`config.mk`:
```
export PLATFORM = sky130hd
export DESIGN_NAME = ps2_scan_sequencer_flat
export DESIGN_NICKNAME = d
export VERILOG_FILES = /design/src/rtl/ps2_scan_sequencer_if.sv /design/src/rtl/ps2_scan_sequencer.sv /design/src/flat_wrapper.sv
export SDC_FILE = /design/constraint.sdc
export NUM_CORES = 1
export LEC_CHECK = 0
export ABC_CLOCK_PERIOD_IN_PS = 3900
export BUFFER_PORTS_ARGS = -buffer_cell sky130_fd_sc_hd__buf_2
export CELL_PAD_IN_SITES_DETAIL_PLACEMENT = 1
export CELL_PAD_IN_SITES_GLOBAL_PLACEMENT = 1
export CORE_MARGIN = 2
export CORE_UTILIZATION = 51
export CTS_CLUSTER_DIAMETER = 60
export DETAILED_ROUTE_END_ITERATION = 8
export GPL_ROUTABILITY_DRIVEN = 0
export PLACE_DENSITY_LB_ADDON = 0.15
export SYNTH_ARGS = -nofsm -noshare
export SYNTH_HDL_FRONTEND = slang
export SYNTH_SLANG_ARGS = --single-unit
```
`constraint.sdc`:
```
create_clock -name CLOCK_50 -period 3.9 [get_ports CLOCK_50]
set_clock_uncertainty 0.2 [all_clocks]
set_input_delay 0.585 -clock CLOCK_50 [delete_from_list [all_inputs] [get_ports CLOCK_50]]
set_output_delay 0.585 -clock CLOCK_50 [all_outputs]
set_load 0.02 [all_outputs]
```
`src/rtl/ps2_scan_sequencer_if.sv`:
```
`timescale 1ns/1ps
// Key-event bus between the PS/2 scan sequencer (master) and the game
// controller (slave).
interface ps2_scan_sequencer_if;
    // evt_valid holds while the FIFO head is present and the payload is
    // stable. The event transfers on a clock edge where evt_valid and
    // evt_ready are both high. evt_ready may be driven independently of
    // evt_valid.
    logic       evt_valid;
    logic       evt_ready;
    logic [7:0] evt_code;
    logic       evt_ext;
    logic       evt_release;
    logic       evt_game;
    logic [1:0] evt_key;

    modport master (
        output evt_valid, evt_code, evt_ext, evt_release, evt_game, evt_key,
        input  evt_ready
    );

    modport slave (
        input  evt_valid, evt_code, evt_ext, evt_release, evt_game, evt_key,
        output evt_ready
    );
endinterface

```
`src/rtl/ps2_scan_sequencer.sv`:
```
`timescale 1ns/1ps
// Receives PS/2 keyboard frames and decodes E0/F0 prefixes into key events.
// Events are queued in a small FIFO for the game controller.
module ps2_scan_sequencer #(
    parameter int TIMEOUT_CYCLES = 50000,
    parameter int FIFO_DEPTH     = 4
) (
    input  logic                 CLOCK_50,
    input  logic                 resetn,
    input  logic                 ps2clock,
    input  logic                 ps2data,
    ps2_scan_sequencer_if.master evt,
    output logic                 frame_err,
    output logic                 overflow,
    output logic [1:0]           state_dbg
);
    localparam int TO_W = (TIMEOUT_CYCLES > 2) ? $clog2(TIMEOUT_CYCLES) : 1;
    localparam logic [TO_W-1:0] TO_LAST = TO_W'(TIMEOUT_CYCLES - 1);
    localparam int PTR_W = (FIFO_DEPTH > 1) ? $clog2(FIFO_DEPTH) : 1;
    localparam logic [PTR_W:0] FULL_CNT = (PTR_W+1)'(FIFO_DEPTH);

    typedef enum logic [1:0] {
        S_IDLE  = 2'd0,
        S_RECV  = 2'd1,
        S_CHECK = 2'd2
    } state_t;

    state_t state, state_nxt;

    logic clk_s1, clk_s2, clk_prev;
    logic dat_s1, dat_s2;
    logic fall;

    logic [3:0]      bit_cnt;
    logic [7:0]      shreg;
    logic            par_bit;
    logic            stop_bit;
    logic [TO_W-1:0] to_cnt;

    logic start_err, to_err, check_err, frame_ok, byte_ok;
    logic ext_pend, brk_pend;
    logic is_resp, is_prefix, push;
    logic game;
    logic [1:0] key;

    logic [12:0]      mem [FIFO_DEPTH];
    logic [PTR_W-1:0] rd_ptr, wr_ptr;
    logic [PTR_W:0]   count;
    logic             full, pop, wr_en;
    logic [12:0]      head;

    // Synchronisers idle high so reset never looks like a clock fall.
    always_ff @(posedge CLOCK_50 or negedge resetn) begin
        if (!resetn) begin
            clk_s1   <= 1'b1;
            clk_s2   <= 1'b1;
            clk_prev <= 1'b1;
            dat_s1   <= 1'b1;
            dat_s2   <= 1'b1;
        end else begin
            clk_s1   <= ps2clock;
            clk_s2   <= clk_s1;
            clk_prev <= clk_s2;
            dat_s1   <= ps2data;
            dat_s2   <= dat_s1;
        end
    end

    assign fall = clk_prev & ~clk_s2;

    always_ff @(posedge CLOCK_50 or negedge resetn) begin
        if (!resetn) state <= S_IDLE;
        else         state <= state_nxt;
    end

    always_comb begin
        state_nxt = state;
        start_err = 1'b0;
        to_err    = 1'b0;
        unique case (state)
            S_IDLE: begin
                if (fall) begin
                    if (!dat_s2) state_nxt = S_RECV;
                    else         start_err = 1'b1;
                end
            end
            S_RECV: begin
                if (fall) begin
                    if (bit_cnt == 4'd10) state_nxt = S_CHECK;
                end else if (to_cnt == TO_LAST) begin
                    to_err    = 1'b1;
                    state_nxt = S_IDLE;
                end
            end
            S_CHECK: state_nxt = S_IDLE;
            default: state_nxt = S_IDLE;
        endcase
    end

    assign frame_ok  = (^{shreg, par_bit}) & stop_bit;
    assign check_err = (state == S_CHECK) & ~frame_ok;
    assign byte_ok   = (state == S_CHECK) & frame_ok;
    assign frame_err = start_err | to_err | check_err;
    assign state_dbg = state;

    // Bit counter: 0 = start, 1..8 data (LSB first), 9 parity, 10 stop.
    always_ff @(posedge CLOCK_50 or negedge resetn) begin
        if (!resetn) begin
            bit_cnt  <= 4'd0;
            shreg    <= 8'h00;
            par_bit  <= 1'b0;
            stop_bit <= 1'b0;
            to_cnt   <= '0;
        end else begin
            unique case (state)
                S_IDLE: begin
                    to_cnt <= '0;
                    if (fall && !dat_s2) bit_cnt <= 4'd1;
                end
                S_RECV: begin
                    if (fall) begin
                        to_cnt  <= '0;
                        bit_cnt <= bit_cnt + 4'd1;
                        if (bit_cnt <= 4'd8) shreg    <= {dat_s2, shreg[7:1]};
                        if (bit_cnt == 4'd9) par_bit  <= dat_s2;
                        if (bit_cnt == 4'd10) stop_bit <= dat_s2;
                    end else begin
                        to_cnt <= to_cnt + TO_W'(1);
                    end
                end
                default: ;
            endcase
        end
    end

    always_comb begin
        is_resp = 1'b0;
        case (shreg)
            8'h00, 8'hAA, 8'hEE, 8'hFA, 8'hFC, 8'hFE, 8'hFF: is_resp = 1'b1;
            default: is_resp = 1'b0;
        endcase
    end

    assign is_prefix = (shreg == 8'hE0) | (shreg == 8'hF0);
    assign push      = byte_ok & ~is_prefix & ~is_resp;

    // Extended codes share scan values with game keys, so they never map.
    always_comb begin
        game = 1'b0;
        key  = 2'd0;
        if (!ext_pend) begin
            case (shreg)
                8'h1C: begin game = 1'b1; key = 2'd0; end
                8'h1B: begin game = 1'b1; key = 2'd1; end
                8'h23: begin game = 1'b1; key = 2'd2; end
                8'h2B: begin game = 1'b1; key = 2'd3; end
                default: ;
            endcase
        end
    end

    always_ff @(posedge CLOCK_50 or negedge resetn) begin
        if (!resetn) begin
            ext_pend <= 1'b0;
            brk_pend <= 1'b0;
        end else if (check_err) begin
            ext_pend <= 1'b0;
            brk_pend <= 1'b0;
        end else if (byte_ok) begin
            if (shreg == 8'hE0) begin
                ext_pend <= 1'b1;
            end else if (shreg == 8'hF0) begin
                brk_pend <= 1'b1;
            end else begin
                ext_pend <= 1'b0;
                brk_pend <= 1'b0;
            end
        end
    end

    assign full     = (count == FULL_CNT);
    assign pop      = evt.evt_valid & evt.evt_ready;
    assign wr_en    = push & (~full | pop);
    assign overflow = push & full & ~pop;

    always_ff @(posedge CLOCK_50 or negedge resetn) begin
        if (!resetn) begin
            rd_ptr <= '0;
            wr_ptr <= '0;
            count  <= '0;
            for (int i = 0; i < FIFO_DEPTH; i++) mem[i] <= '0;
        end else begin
            if (wr_en) begin
                mem[wr_ptr] <= {shreg, ext_pend, brk_pend, game, key};
                wr_ptr      <= wr_ptr + PTR_W'(1);
            end
            if (pop) rd_ptr <= rd_ptr + PTR_W'(1);
            unique case ({wr_en, pop})
                2'b10:   count <= count + (PTR_W+1)'(1);
                2'b01:   count <= count - (PTR_W+1)'(1);
                default: count <= count;
            endcase
        end
    end

    assign head            = mem[rd_ptr];
    assign evt.evt_valid   = (count != '0);
    assign evt.evt_code    = evt.evt_valid ? head[12:5] : 8'h00;
    assign evt.evt_ext     = evt.evt_valid & head[4];
    assign evt.evt_release = evt.evt_valid & head[3];
    assign evt.evt_game    = evt.evt_valid & head[2];
    assign evt.evt_key     = evt.evt_valid ? head[1:0] : 2'd0;
endmodule

```
`src/flat_wrapper.sv`:
```
// flat-port wrapper written by rule: the top's interface ports become plain ports
module ps2_scan_sequencer_flat 
#(
    parameter int TIMEOUT_CYCLES = 50000,
    parameter int FIFO_DEPTH     = 4
)
  (CLOCK_50, resetn, ps2clock, ps2data, frame_err, overflow, state_dbg, evt_evt_valid, evt_evt_code, evt_evt_ext, evt_evt_release, evt_evt_game, evt_evt_key, evt_evt_ready);
  ps2_scan_sequencer_if evt_i ();
  input  logic CLOCK_50;
  input  logic resetn;
  input  logic ps2clock;
  input  logic ps2data;
  output logic frame_err;
  output logic overflow;
  output logic [1:0] state_dbg;
  output wire logic [$bits(evt_i.evt_valid)-1:0] evt_evt_valid;
  output wire logic [$bits(evt_i.evt_code)-1:0] evt_evt_code;
  output wire logic [$bits(evt_i.evt_ext)-1:0] evt_evt_ext;
  output wire logic [$bits(evt_i.evt_release)-1:0] evt_evt_release;
  output wire logic [$bits(evt_i.evt_game)-1:0] evt_evt_game;
  output wire logic [$bits(evt_i.evt_key)-1:0] evt_evt_key;
  input wire logic [$bits(evt_i.evt_ready)-1:0] evt_evt_ready;
  assign evt_evt_valid = evt_i.evt_valid;
  assign evt_evt_code = evt_i.evt_code;
  assign evt_evt_ext = evt_i.evt_ext;
  assign evt_evt_release = evt_i.evt_release;
  assign evt_evt_game = evt_i.evt_game;
  assign evt_evt_key = evt_i.evt_key;
  assign evt_i.evt_ready = evt_evt_ready;
  ps2_scan_sequencer #(.TIMEOUT_CYCLES(TIMEOUT_CYCLES), .FIFO_DEPTH(FIFO_DEPTH)) u_core (.CLOCK_50(CLOCK_50), .resetn(resetn), .ps2clock(ps2clock), .ps2data(ps2data), .evt(evt_i), .frame_err(frame_err), .overflow(overflow), .state_dbg(state_dbg));
endmodule
```
==> flow_summary.ini <==
[clocking]
clock-sinks = 98
htree_levels = 3
postCtsSetupRepairBufs = 0
ctsLongestPathBuffers = 2
cts-resized-gates = 0
clock_latency_ns = 0.37
root_buffer = clkbuf_8
hold_buffers = 0
cts_tree = yes
cts_buffers = 9
clkTransAtPathRegs_ns = 0.10

[critical_path]
critPathKind = flip-flop to flip-flop
cp-start-kind = flip-flop
r2r_end = u_core.count[2]
worstPathRequired_ns = 3.99
worstReg2RegStart = u_core.shreg[1]
crit_arrival_ns = 3.53
reg2reg_setup_slack_ns = 0.46
crit_fanout = 14
reg2reg_depth = 12
cp-end-kind = flip-flop

[drt]
vias = 3224
first_pass_iters = 4
drtIter0Drc = 112
postRouteAntennaNets = 0
wl_per_cell_um = 20.1
wirelength_um = 11200
post-route-drc-count = 0
vias_per_cell = 5.80

[cells_and_area]
area_growth_pct = 10.8
layout-drive-gt1-share = 0.300
fin_util = 0.578
diodes = 0
fin_nets = 434
num-fill-cells = 993
fin_area_um2 = 5620

[sta]
hold_ws_ns = 0.0462
drv_slew = 0
finalHoldViolations = 0
worstMarginPinSlew_ns = 0.951
finalCritPeriodShare = 0.881
fin_crit_ns = 3.44
fmax_ghz = 0.291
rsz0062_at_grt = no
setup_tns_ns = 0
setup_viol = 0
relSlewSlack = 0.366

[die]
fp.dieW_um = 104
num_rows = 36
ios = 23
die-area_um2 = 10800
die_h_um = 104
coreArea_um2 = 9730
start_util = 0.521

[power_and_ir_drop]
leakagePower_nw = 2.55
powerDensity_nw_per_um2 = 553
vdd_ir_drop_max_mv = 0.332

[synth]
syn_area_per_cell_um2 = 12.8
synth_mux_area_frac = 0.220
synth_compound_area_frac = 0.0784
synth_cells = 395
synth.yosys.seq_area_share = 0.485
syn_area_um2 = 5070
synthSimpleGateAreaFrac = 0.126
ys_ff_latch = 98
ys_async_sr_fraction = 1.00
synth-adder-area-share = 0.0306
synth_xor_area_frac = 0.0266
synth_ff_type = dfrtp_1
synth_top_family_by_area = multiplexers
synth_cell_types = 55
synth_warnings = 0
synth_edf_count = 0
synth_fp_nets = 411

[placement]
dpl_cell_area_um2 = 5350
io_buffers = 22
dp_hpwl_um = 7800

[global_route]
grt_pass1_wl_um = 19200
first_global_vias = 3603
grt_max_degree = 58
grt_overflow = 0
antenna_found_initial = 0
grt_usage = 0.227

[hold_path]
min_path_type = input pin to async pin

[run_status]
outcome = completed

[flow_run]
cap_violations = 0
-- placed cells by master, fill, tap and decap left out, types with 7 or more instances in the layout --
| master | synthesis | final |
|---|---|---|
| o21ai_0 | 29 | 29 |
| buf_2 | 1 | 21 |
| clkbuf_8 | 0 | 10 |
| nor2_1 | 14 | 14 |
| buf_4 | 1 | 13 |
| mux2_4 | 40 | 40 |
| nand2_1 | 19 | 19 |
| mux2_2 | 7 | 7 |
| ha_1 | 10 | 10 |
| mux2_1 | 13 | 13 |
| dfrtp_1 | 93 | 93 |
| nand3_1 | 9 | 9 |
| a31oi_1 | 8 | 8 |
| inv_1 | 12 | 12 |
| mux4_2 | 13 | 13 |
| xnor2_1 | 7 | 7 |
| and2_1 | 14 | 14 |
-- power breakdown --
part           switching [mW]  leakage, nW  internal [mW]
combinational           0.390         1.11          0.398
sequential              0.315         1.31           1.13
clock                   0.366        0.133          0.510
-- worst max-delay path by stage --
stage / from / endpoint / slack, ns
final: u_core.shreg[1] / u_core.count[2] / 0.46
after global placement: u_core.shreg[1] / u_core.count[2] / 0.70
after CTS: u_core.shreg[1] / u_core.count[2] / 0.44
after global routing: u_core.shreg[4] / u_core.count[1] / 0.28
after floorplan: u_core.shreg[0] / u_core.count[2] / 0.85
after detailed placement: u_core.shreg[1] / u_core.count[2] / 0.49
-- cell usage after synthesis (3+ instances only) --
library cell | count | area, µm²
mux4_2 | 13 | 293
nor4_1 | 3 | 18.8
a21o_1 | 3 | 22.5
mux2_1 | 13 | 146
and2_1 | 14 | 87.6
ha_1 | 10 | 125
nor4b_4 | 4 | 95.1
xor2_1 | 4 | 35.0
mux2_4 | 40 | 601
nand2_1 | 19 | 71.3
o21ai_0 | 29 | 145
a22o_1 | 3 | 26.3
clkbuf_1 | 16 | 60.1
nor3_1 | 6 | 30.0
a31oi_1 | 8 | 50.1
buf_6 | 4 | 45.0
nand3_1 | 9 | 45.0
dfrtp_1 | 93 | 2330
nor2_1 | 14 | 52.6
dfstp_2 | 5 | 131
mux2_2 | 7 | 78.8
a21oi_1 | 6 | 30.0
nand4_1 | 6 | 37.5
nor3b_1 | 3 | 22.5
xnor2_1 | 7 | 61.3
o31ai_1 | 6 | 45.0
nor2b_1 | 4 | 25.0
inv_1 | 12 | 45.0
-- logic make-up after synthesis --
kind of cell	count (synthesis)
AND/OR/NAND/NOR	100
AO/OA/AOI/OAI	63
adder cells (fa/ha/maj)	12
XOR/XNOR	13
multiplexers	73
buffers and inverters	36
flip-flops	98
-- critical path: stages, from the launching register on --
cell      delay, ns
dfrtp_1        0.56
or4_4          0.63
nor2_1         0.12
a31oi_1        0.08
o221ai_4       0.42
nor3_1         0.18
inv_1          0.10
ha_1           0.18
inv_1          0.06
fa_1           0.38
xor2_1         0.15
nor2_1         0.11
xor2_1         0.17
-- final cells by class --
| class | instances | area (µm²) | share of cell area |
|---|---|---|---|
| Sequential cell | 98 | 2460 | 0.437 |
| Multi-Input combinational cell | 261 | 2450 | 0.436 |
| Timing Repair Buffer | 35 | 223 | 0.0396 |
| Tap cell | 133 | 166 | 0.0296 |
| Clock buffer | 10 | 138 | 0.0245 |
| Clock inverter | 6 | 136 | 0.0243 |
| Inverter | 13 | 48.8 | 0.00868 |
-- stage by stage --
step	setup WS, ns	cells	total power, mW
after floorplan	0.854	395	2.02
after global placement	0.701	540	2.20
after detailed placement	0.492	540	2.26
after CTS	0.439	556	3.14
after global routing	0.281	556	3.29
final	0.463	556	3.11
-- per-layer routing --
metal | track usage | share of wire | vias up
met2 | 0.391 | 0.52 | 41
met4 | 0.0811 | 0.019 | 0
li1 | - | - | 1484
met3 | 0.0296 | 0.021 | 14
met5 | 0 | 0 | -
met1 | 0.295 | 0.44 | 1685
-- registers in the layout, summed over array words and instances (netlist names), 2 cells and up --
name,count
u_core.bit_cnt,4
u_core.count,3
u_core.mem,52
u_core.rd_ptr,2
u_core.shreg,8
u_core.state_dbg,2
u_core.to_cnt,16
u_core.wr_ptr,2
No activity file was read; power rests on OpenSTA's default activity.
